$ cat config.mk
export PLATFORM = sky130hd
export DESIGN_NAME = read_port_arbiter
export DESIGN_NICKNAME = d
export VERILOG_FILES = /design/src/rtl/arbiter_pkg.sv /design/src/rtl/rr_arb2.sv /design/src/rtl/read_port_arbiter.sv
export SDC_FILE = /design/constraint.sdc
export NUM_CORES = 1
export LEC_CHECK = 0
export BUFFER_PORTS_ARGS = -buffer_cell sky130_fd_sc_hd__buf_4
export CORE_MARGIN = 10
export CORE_UTILIZATION = 36
export CTS_CLUSTER_SIZE = 8
export DETAILED_ROUTE_END_ITERATION = 16
export PLACE_DENSITY_LB_ADDON = 0.05
export SETUP_SLACK_MARGIN = 0.02
export SLEW_MARGIN = 0
export SYNTH_ARGS = -nofsm -noshare
export SYNTH_HDL_FRONTEND = slang
export SYNTH_SLANG_ARGS = --single-unit
$ cat constraint.sdc
create_clock -name clk -period 1.5 [get_ports clk]
set_input_delay 0.3 -clock clk [delete_from_list [all_inputs] [get_ports clk]]
set_output_delay 0.3 -clock clk [all_outputs]
set_load 0.02 [all_outputs]
$ cat src/rtl/arbiter_pkg.sv
// Shared encodings for the instruction/data read-port arbiter.
package arbiter_pkg;

    localparam int unsigned ST_W = 2;
    localparam int unsigned OWN_W = 2;

    localparam logic [ST_W-1:0] ST_IDLE = 2'd0;
    localparam logic [ST_W-1:0] ST_ADDR = 2'd1;
    localparam logic [ST_W-1:0] ST_DATA = 2'd2;

    // Owner codes double as the one-hot grant vector: bit 0 = ir, bit 1 = dr.
    localparam logic [OWN_W-1:0] OWN_NONE = 2'b00;
    localparam logic [OWN_W-1:0] OWN_IR   = 2'b01;
    localparam logic [OWN_W-1:0] OWN_DR   = 2'b10;

    localparam logic LAST_IR = 1'b0;
    localparam logic LAST_DR = 1'b1;

endpackage

$ cat src/rtl/rr_arb2.sv
// Two-way round-robin pick; the last-served flag is owned by the caller.
module rr_arb2
    import arbiter_pkg::*;
(
    input  logic [1:0] req_i,
    input  logic       last_i,
    output logic [1:0] gnt_o
);

    always_comb begin
        gnt_o = req_i;
        if (req_i == 2'b11) begin
            gnt_o = (last_i == LAST_DR) ? OWN_IR : OWN_DR;
        end
    end

endmodule

$ cat src/rtl/read_port_arbiter.sv
// Shares one memory read port between the ir and dr channels with a single
// outstanding transaction and round-robin arbitration.
module read_port_arbiter
    import arbiter_pkg::*;
#(
    parameter int unsigned BUS_WIDTH = 32
) (
    input  logic                 clk,
    input  logic                 rst,
    input  logic                 ir_addr_valid,
    output logic                 ir_addr_ready,
    input  logic [BUS_WIDTH-1:0] ir_addr,
    output logic                 ir_data_valid,
    input  logic                 ir_data_ready,
    output logic [BUS_WIDTH-1:0] ir_data,
    input  logic                 dr_addr_valid,
    output logic                 dr_addr_ready,
    input  logic [BUS_WIDTH-1:0] dr_addr,
    output logic                 dr_data_valid,
    input  logic                 dr_data_ready,
    output logic [BUS_WIDTH-1:0] dr_data,
    output logic                 mem_addr_valid,
    input  logic                 mem_addr_ready,
    output logic [BUS_WIDTH-1:0] mem_addr,
    input  logic                 mem_data_valid,
    output logic                 mem_data_ready,
    input  logic [BUS_WIDTH-1:0] mem_data,
    output logic [1:0]           grant
);

    logic [ST_W-1:0]      state_q, state_d;
    logic [BUS_WIDTH-1:0] addr_q, addr_d;
    logic [OWN_W-1:0]     owner_q, owner_d;
    logic                 last_q, last_d;
    logic [1:0]           pick;

    rr_arb2 u_rr_arb2 (
        .req_i  ({dr_addr_valid, ir_addr_valid}),
        .last_i (last_q),
        .gnt_o  (pick)
    );

    always_ff @(posedge clk) begin
        if (rst) begin
            state_q <= ST_IDLE;
            addr_q  <= '0;
            owner_q <= OWN_NONE;
            last_q  <= LAST_DR;
        end else begin
            state_q <= state_d;
            addr_q  <= addr_d;
            owner_q <= owner_d;
            last_q  <= last_d;
        end
    end

    // Next-state and handshake/response routing.
    always_comb begin
        state_d        = state_q;
        addr_d         = addr_q;
        owner_d        = owner_q;
        last_d         = last_q;
        ir_addr_ready  = 1'b0;
        dr_addr_ready  = 1'b0;
        ir_data_valid  = 1'b0;
        dr_data_valid  = 1'b0;
        ir_data        = '0;
        dr_data        = '0;
        mem_addr_valid = 1'b0;
        mem_data_ready = 1'b0;
        mem_addr       = addr_q;

        case (state_q)
            ST_IDLE: begin
                ir_addr_ready = pick[0];
                dr_addr_ready = pick[1];
                if (pick != OWN_NONE) begin
                    addr_d  = pick[0] ? ir_addr : dr_addr;
                    owner_d = pick;
                    state_d = ST_ADDR;
                end
            end
            ST_ADDR: begin
                mem_addr_valid = 1'b1;
                if (mem_addr_ready) begin
                    state_d = ST_DATA;
                end
            end
            ST_DATA: begin
                if (owner_q == OWN_IR) begin
                    ir_data_valid  = mem_data_valid;
                    ir_data        = mem_data;
                    mem_data_ready = ir_data_ready;
                end else if (owner_q == OWN_DR) begin
                    dr_data_valid  = mem_data_valid;
                    dr_data        = mem_data;
                    mem_data_ready = dr_data_ready;
                end
                if (mem_data_valid && mem_data_ready) begin
                    last_d  = owner_q[1] ? LAST_DR : LAST_IR;
                    state_d = ST_IDLE;
                end
            end
            default: begin
                state_d = ST_IDLE;
            end
        endcase
    end

    assign grant = (state_q == ST_IDLE) ? OWN_NONE : owner_q;

endmodule

## Yosys cells after proc, flatten, opt, wreduce, memory -nomap -nowiden

Index checks and enable logic that the tools add are counted.
Widths: inputs -> output; s select.

| operators by class | value |
|---|---|
| eq/ne operators | 8 |
| muxes and demuxes | 26 |
| reductions and logical operators | 6 |

Operators with widths:

| cell | number |
|---|---|
| $mux 32 | 6 |
| $mux 1 | 13 |
| $mux 2 | 6 |
| $eq 2x2->1 const B | 3 |
| $ne 2x2->1 const B | 3 |
| $pmux 2 s3 | 1 |
| $eq 2x1->1 const B | 2 |
| $reduce_and 2->1 | 2 |
| $reduce_and 3->1 | 1 |
| $logic_not 2->1 | 1 |
| $reduce_bool 2->1 | 1 |
| $logic_and 1x1->1 | 1 |

| word-level totals | value |
|---|---|
| register bits | 37 |
| input bits | 104 |
| output and inout port bits | 104 |
| word-level logic and storage cells | 44 |

## Logic depth before layout (Yosys ltp)

| logic depth | value |
|---|---|
| word-level depth | 7 |
| depth in mapped cells | 7 |
| gate-level depth less buffers | 3 |

## Cells and area by module

From an unflattened synthesis, not the netlist that was laid out.

| unflattened totals | value |
|---|---|
| cells, all modules | 258 |
| area, all modules | 2377.3 sq um |

By module, submodules not included:

| module | instances | cells each | area each (sq um) |
|---|---|---|---|
| read_port_arbiter | 1 | 255 | 2358.5 |
| rr_arb2 | 1 | 3 | 18.8 |

## Least setup slack after synthesis

Ideal clock, no wire load.

| path | value |
|---|---|
| path type | register -> output |
| from | reg state_q[0] |
| to | out dr_data[10] |
| arrival time | 1363 ps |
| required time | 1200 ps |
| setup slack | -163 ps |
| stages on the path, launching flop included | 5 |
| path buffers | 1 |
| cells stage by stage | dfxtp_1 > nand2b_1 > nor3b_1 > clkbuf_1 > and2_1 |

| on the way | value |
|---|---|
| longest elaborated chain between the ends | 2 |

Ends and longest elaborated chain:

| element | RTL line | RTL |
|---|---|---|
| start, declared | read_port_arbiter.sv:31 | `logic [ST_W-1:0] state_q, state_d;` |
| start signal, assigned | read_port_arbiter.sv:50 | `state_q <= state_d;` |
| $eq 2x2->1 | read_port_arbiter.sv:73 | `case (state_q)` |
| $mux 32 | read_port_arbiter.sv:73 |  |
| end, declared | read_port_arbiter.sv:21 | `output logic [BUS_WIDTH-1:0] dr_data,` |

Every way passes these cells.

## Final worst setup path

| path | value |
|---|---|
| from | reg state_q[0] |
| to | out dr_data[20] |

The elaborated chain is that of the path after synthesis.

==> impl_metrics.env <==
export IMPL_cts_tree="built"
export IMPL_via_count=3106
export IMPL_cts_path_max_buffers=2
export IMPL_seqPwrFrac=0.344
export IMPL_syn_area_per_cell_um2=8.54
export IMPL_synth_top_area_frac=0.289
export IMPL_synth_cell_types=25
export IMPL_crit_chain="nand2b_4, nor3b_4, buf_6, and2_2, buf_6"
export IMPL_drtIter0Drc=103
export IMPL_placed_cells=586
export IMPL_wl_per_cell_um=20.4
export IMPL_busiest_layer="met2"
export IMPL_startpoint_type="flop"
export IMPL_synth_seq_cells=37
export IMPL_crit_start="state_q[0]$_SDFFE_PP0P_"
export IMPL_violations="negative setup slack"
export IMPL_ir_drop_mv=0.664
export IMPL_area_growth_pct=92.1
export IMPL_cp_required_ns=1.20
export IMPL_internal_power_mw=2.32
export IMPL_synthArstFlopShare=0
export IMPL_path_class="flop to primary output"
export IMPL_drtAntennaViolNets=0
export IMPL_p_per_area_mw_per_mm2=695
export IMPL_postSynthCellCount=300
export IMPL_antenna_found_initial=0
export IMPL_fin_tns_setup_ns=-17.68
export IMPL_critPathSlowestCell="dfxtp_2"
export IMPL_fin_skew_ns=0.00779
export IMPL_die_width_um=104
export IMPL_first_pass_iters=4
export IMPL_synth_edff_count=0
export IMPL_wl_mm=12.3
export IMPL_synthTopCellsByCount="and2_1 (66), a21oi_1 (37), dfxtp_1 (37)"
export IMPL_cp_common_cell="buf_6"
export IMPL_drive_gt1_frac=0.692
export IMPL_yosysMostFrequentCell="and2_1"
export IMPL_h_tree_depth=2
export IMPL_clk_pin_slew_ns=0.08
export IMPL_core_area_mm2=0.00687
export IMPL_rows=30
export IMPL_cp_end_kind="primary output"
export IMPL_pwr_share_comb=0.394
export IMPL_layout_setup_ws_ns=-0.290
export IMPL_port_buffers=207
export IMPL_cpPeakStageDelay_ns=0.33
export IMPL_finalHoldViolCount=0
export IMPL_synth_area_mm2=0.00256
export IMPL_p_sw_mw=1.10
export IMPL_synthTopCellsByArea="dfxtp_1 (29%), a311oi_2 (18%), and2_1 (16%)"
export IMPL_setup_violations=71
export IMPL_worst_pin_slew_ns=0.353
export IMPL_use_met2=0.363
export IMPL_synthesis_nets=404
export IMPL_grt_pass1_vias=3174
export IMPL_hpwl_mm=9.15
export IMPL_grt_pass1_wl_mm=18.0
export IMPL_ys_seq_area_frac=0.289
export IMPL_hold_class="input port to flop"
export IMPL_postLayoutCellArea_mm2=0.00492
export IMPL_rsz0062_at_grt="yes"
export IMPL_finalCriticalPeriod_ns=1.79
export IMPL_placed_area_mm2=0.00436
export IMPL_slew_headroom=0.765
export IMPL_r2r_start="owner_q[1]$_SDFFE_PP0P_"
export IMPL_min_from="mem_addr_ready"
export IMPL_maxCapViolations=0
export IMPL_status="complete, but fails checks"
export IMPL_cp_arrival_ns=1.49
export IMPL_p_clk_frac=0.261
export IMPL_fin_nets=612
export IMPL_timing_final_crit_share=1.19
export IMPL_fmax_mhz=559
export IMPL_num_io_pins=208
export IMPL_cts_sinks=37
export IMPL_use_met3=0.0651
export IMPL_grt_overflow=0
export IMPL_root_buffer="clkbuf_8"
export IMPL_grt_usage=0.200
export IMPL_cp_max_fo=17
export IMPL_leakagePower_nw=2.19
export IMPL_diodes=0
export IMPL_numCtsBuffers=5
export IMPL_vias_per_cell=5.13
export IMPL_grt_max_degree=41
export IMPL_die_y_um=104
export IMPL_fin_cells=605
export IMPL_grtUsageMet1=0.223
export IMPL_drcViolationCount=0
export IMPL_yosysWarnings=0
export IMPL_worstSkewPairLatency_ns=0.29
export IMPL_synth_top_area_cell="dfxtp_1"
export IMPL_place_congestion=0.814
export IMPL_dieArea_mm2=0.0109
export IMPL_swShare=0.321
export IMPL_final_max_slew_viol_count=0
export IMPL_synthFlopType="dfxtp_1"
export IMPL_start_util=0.373
## critical path: cells and delay by family, from the launching register on
family | cells | cell delay (ns)
DFF | 1 | 0.33
buffers and inverters | 2 | 0.31
and+or+nand+nor | 3 | 0.56
## layout make-up
| cell class | instances | area [um2] |
|---|---|---|
| Timing Repair Buffer | 236 | 2120 |
| Fill cell | 542 | 1950 |
| Multi-Input combinational cell | 225 | 1800 |
| Sequential cell | 37 | 751 |
| Tap cell | 96 | 120 |
| Clock buffer | 7 | 86.3 |
| Clock inverter | 1 | 30.0 |
| Inverter | 3 | 11.3 |
## routing by layer
metal / vias to the layer above / wire [um] / part of all wire
met2: 141 / 6360 / 0.52
met5: - / 0 / 0
li1: 1496 / - / -
met3: 9 / 1020 / 0.083
met1: 1460 / 4810 / 0.39
met4: 0 / 118 / 0.0096
## placed cells by master (no fill, tap or decap), drive strengths merged, types with 2 or more instances in the layout
| master | n |
|---|---|
| a311oi | 32 |
| nor2b | 4 |
| a21oi | 37 |
| o21ai | 32 |
| nor2 | 3 |
| and2 | 68 |
| buf | 236 |
| nand2b | 2 |
| clkbuf | 7 |
| nand2 | 2 |
| nand3b | 36 |
| nor3b | 2 |
| inv | 3 |
| dfxtp | 37 |
## repair_timing
action,4_1_cts,5_1_grt
hold buffers,0,0
cloned,1,1
pin swaps,4,5
endpoints found under the setup margin,71,104
setup buffers,9,2
gates resized for setup,40,64
## state kept, by name, summed over array words and instances (netlist names)
register and count:
owner_q 2, mem_addr 32, last_q 1, state_q 2
## power by group through the flow
stage | Sequential [mW] | Combinational, mW | Clock (mW)
floorplan | 1.32 | 0.544 | 0
global placement | 1.19 | 1.21 | 0
detailed placement | 1.19 | 1.22 | 0
CTS | 1.18 | 1.30 | 0.918
global route | 1.19 | 1.44 | 0.951
finish | 1.18 | 1.35 | 0.893
## logic make-up after synthesis
logic type	share of synthesized area
AO/OA/AOI/OAI	0.330
buffers and inverters	0.0728
flip-flops	0.289
multiplexers	0.00391
AND/OR/NAND/NOR	0.304
## through the flow
step / util / hold slack (ns) / power [mW] / setup WS (ns)
final: 0.716 / 0.265 / 3.42 / -0.290
after floorplan: - / 0.446 / 1.87 / -0.0136
after global placement: 0.635 / 0.512 / 2.40 / -0.0597
after detailed placement: 0.635 / 0.528 / 2.42 / -0.0691
after CTS: 0.687 / 0.249 / 3.39 / -0.318
after global routing: 0.716 / 0.269 / 3.58 / -0.371
## path summary, 6_finish.rpt
kind	endpoint	slack, ns	cells past startpoint
max reg2reg	last_q$_SDFFE_PP1P_	0.06	6
max	dr_data[20]	-0.29	5
min reg2reg	mem_addr[1]$_SDFFE_PP0P_	0.54	2
min	state_q[1]$_SDFFE_PP0P_	0.26	3
No activity file was read; power rests on OpenSTA's default activity.
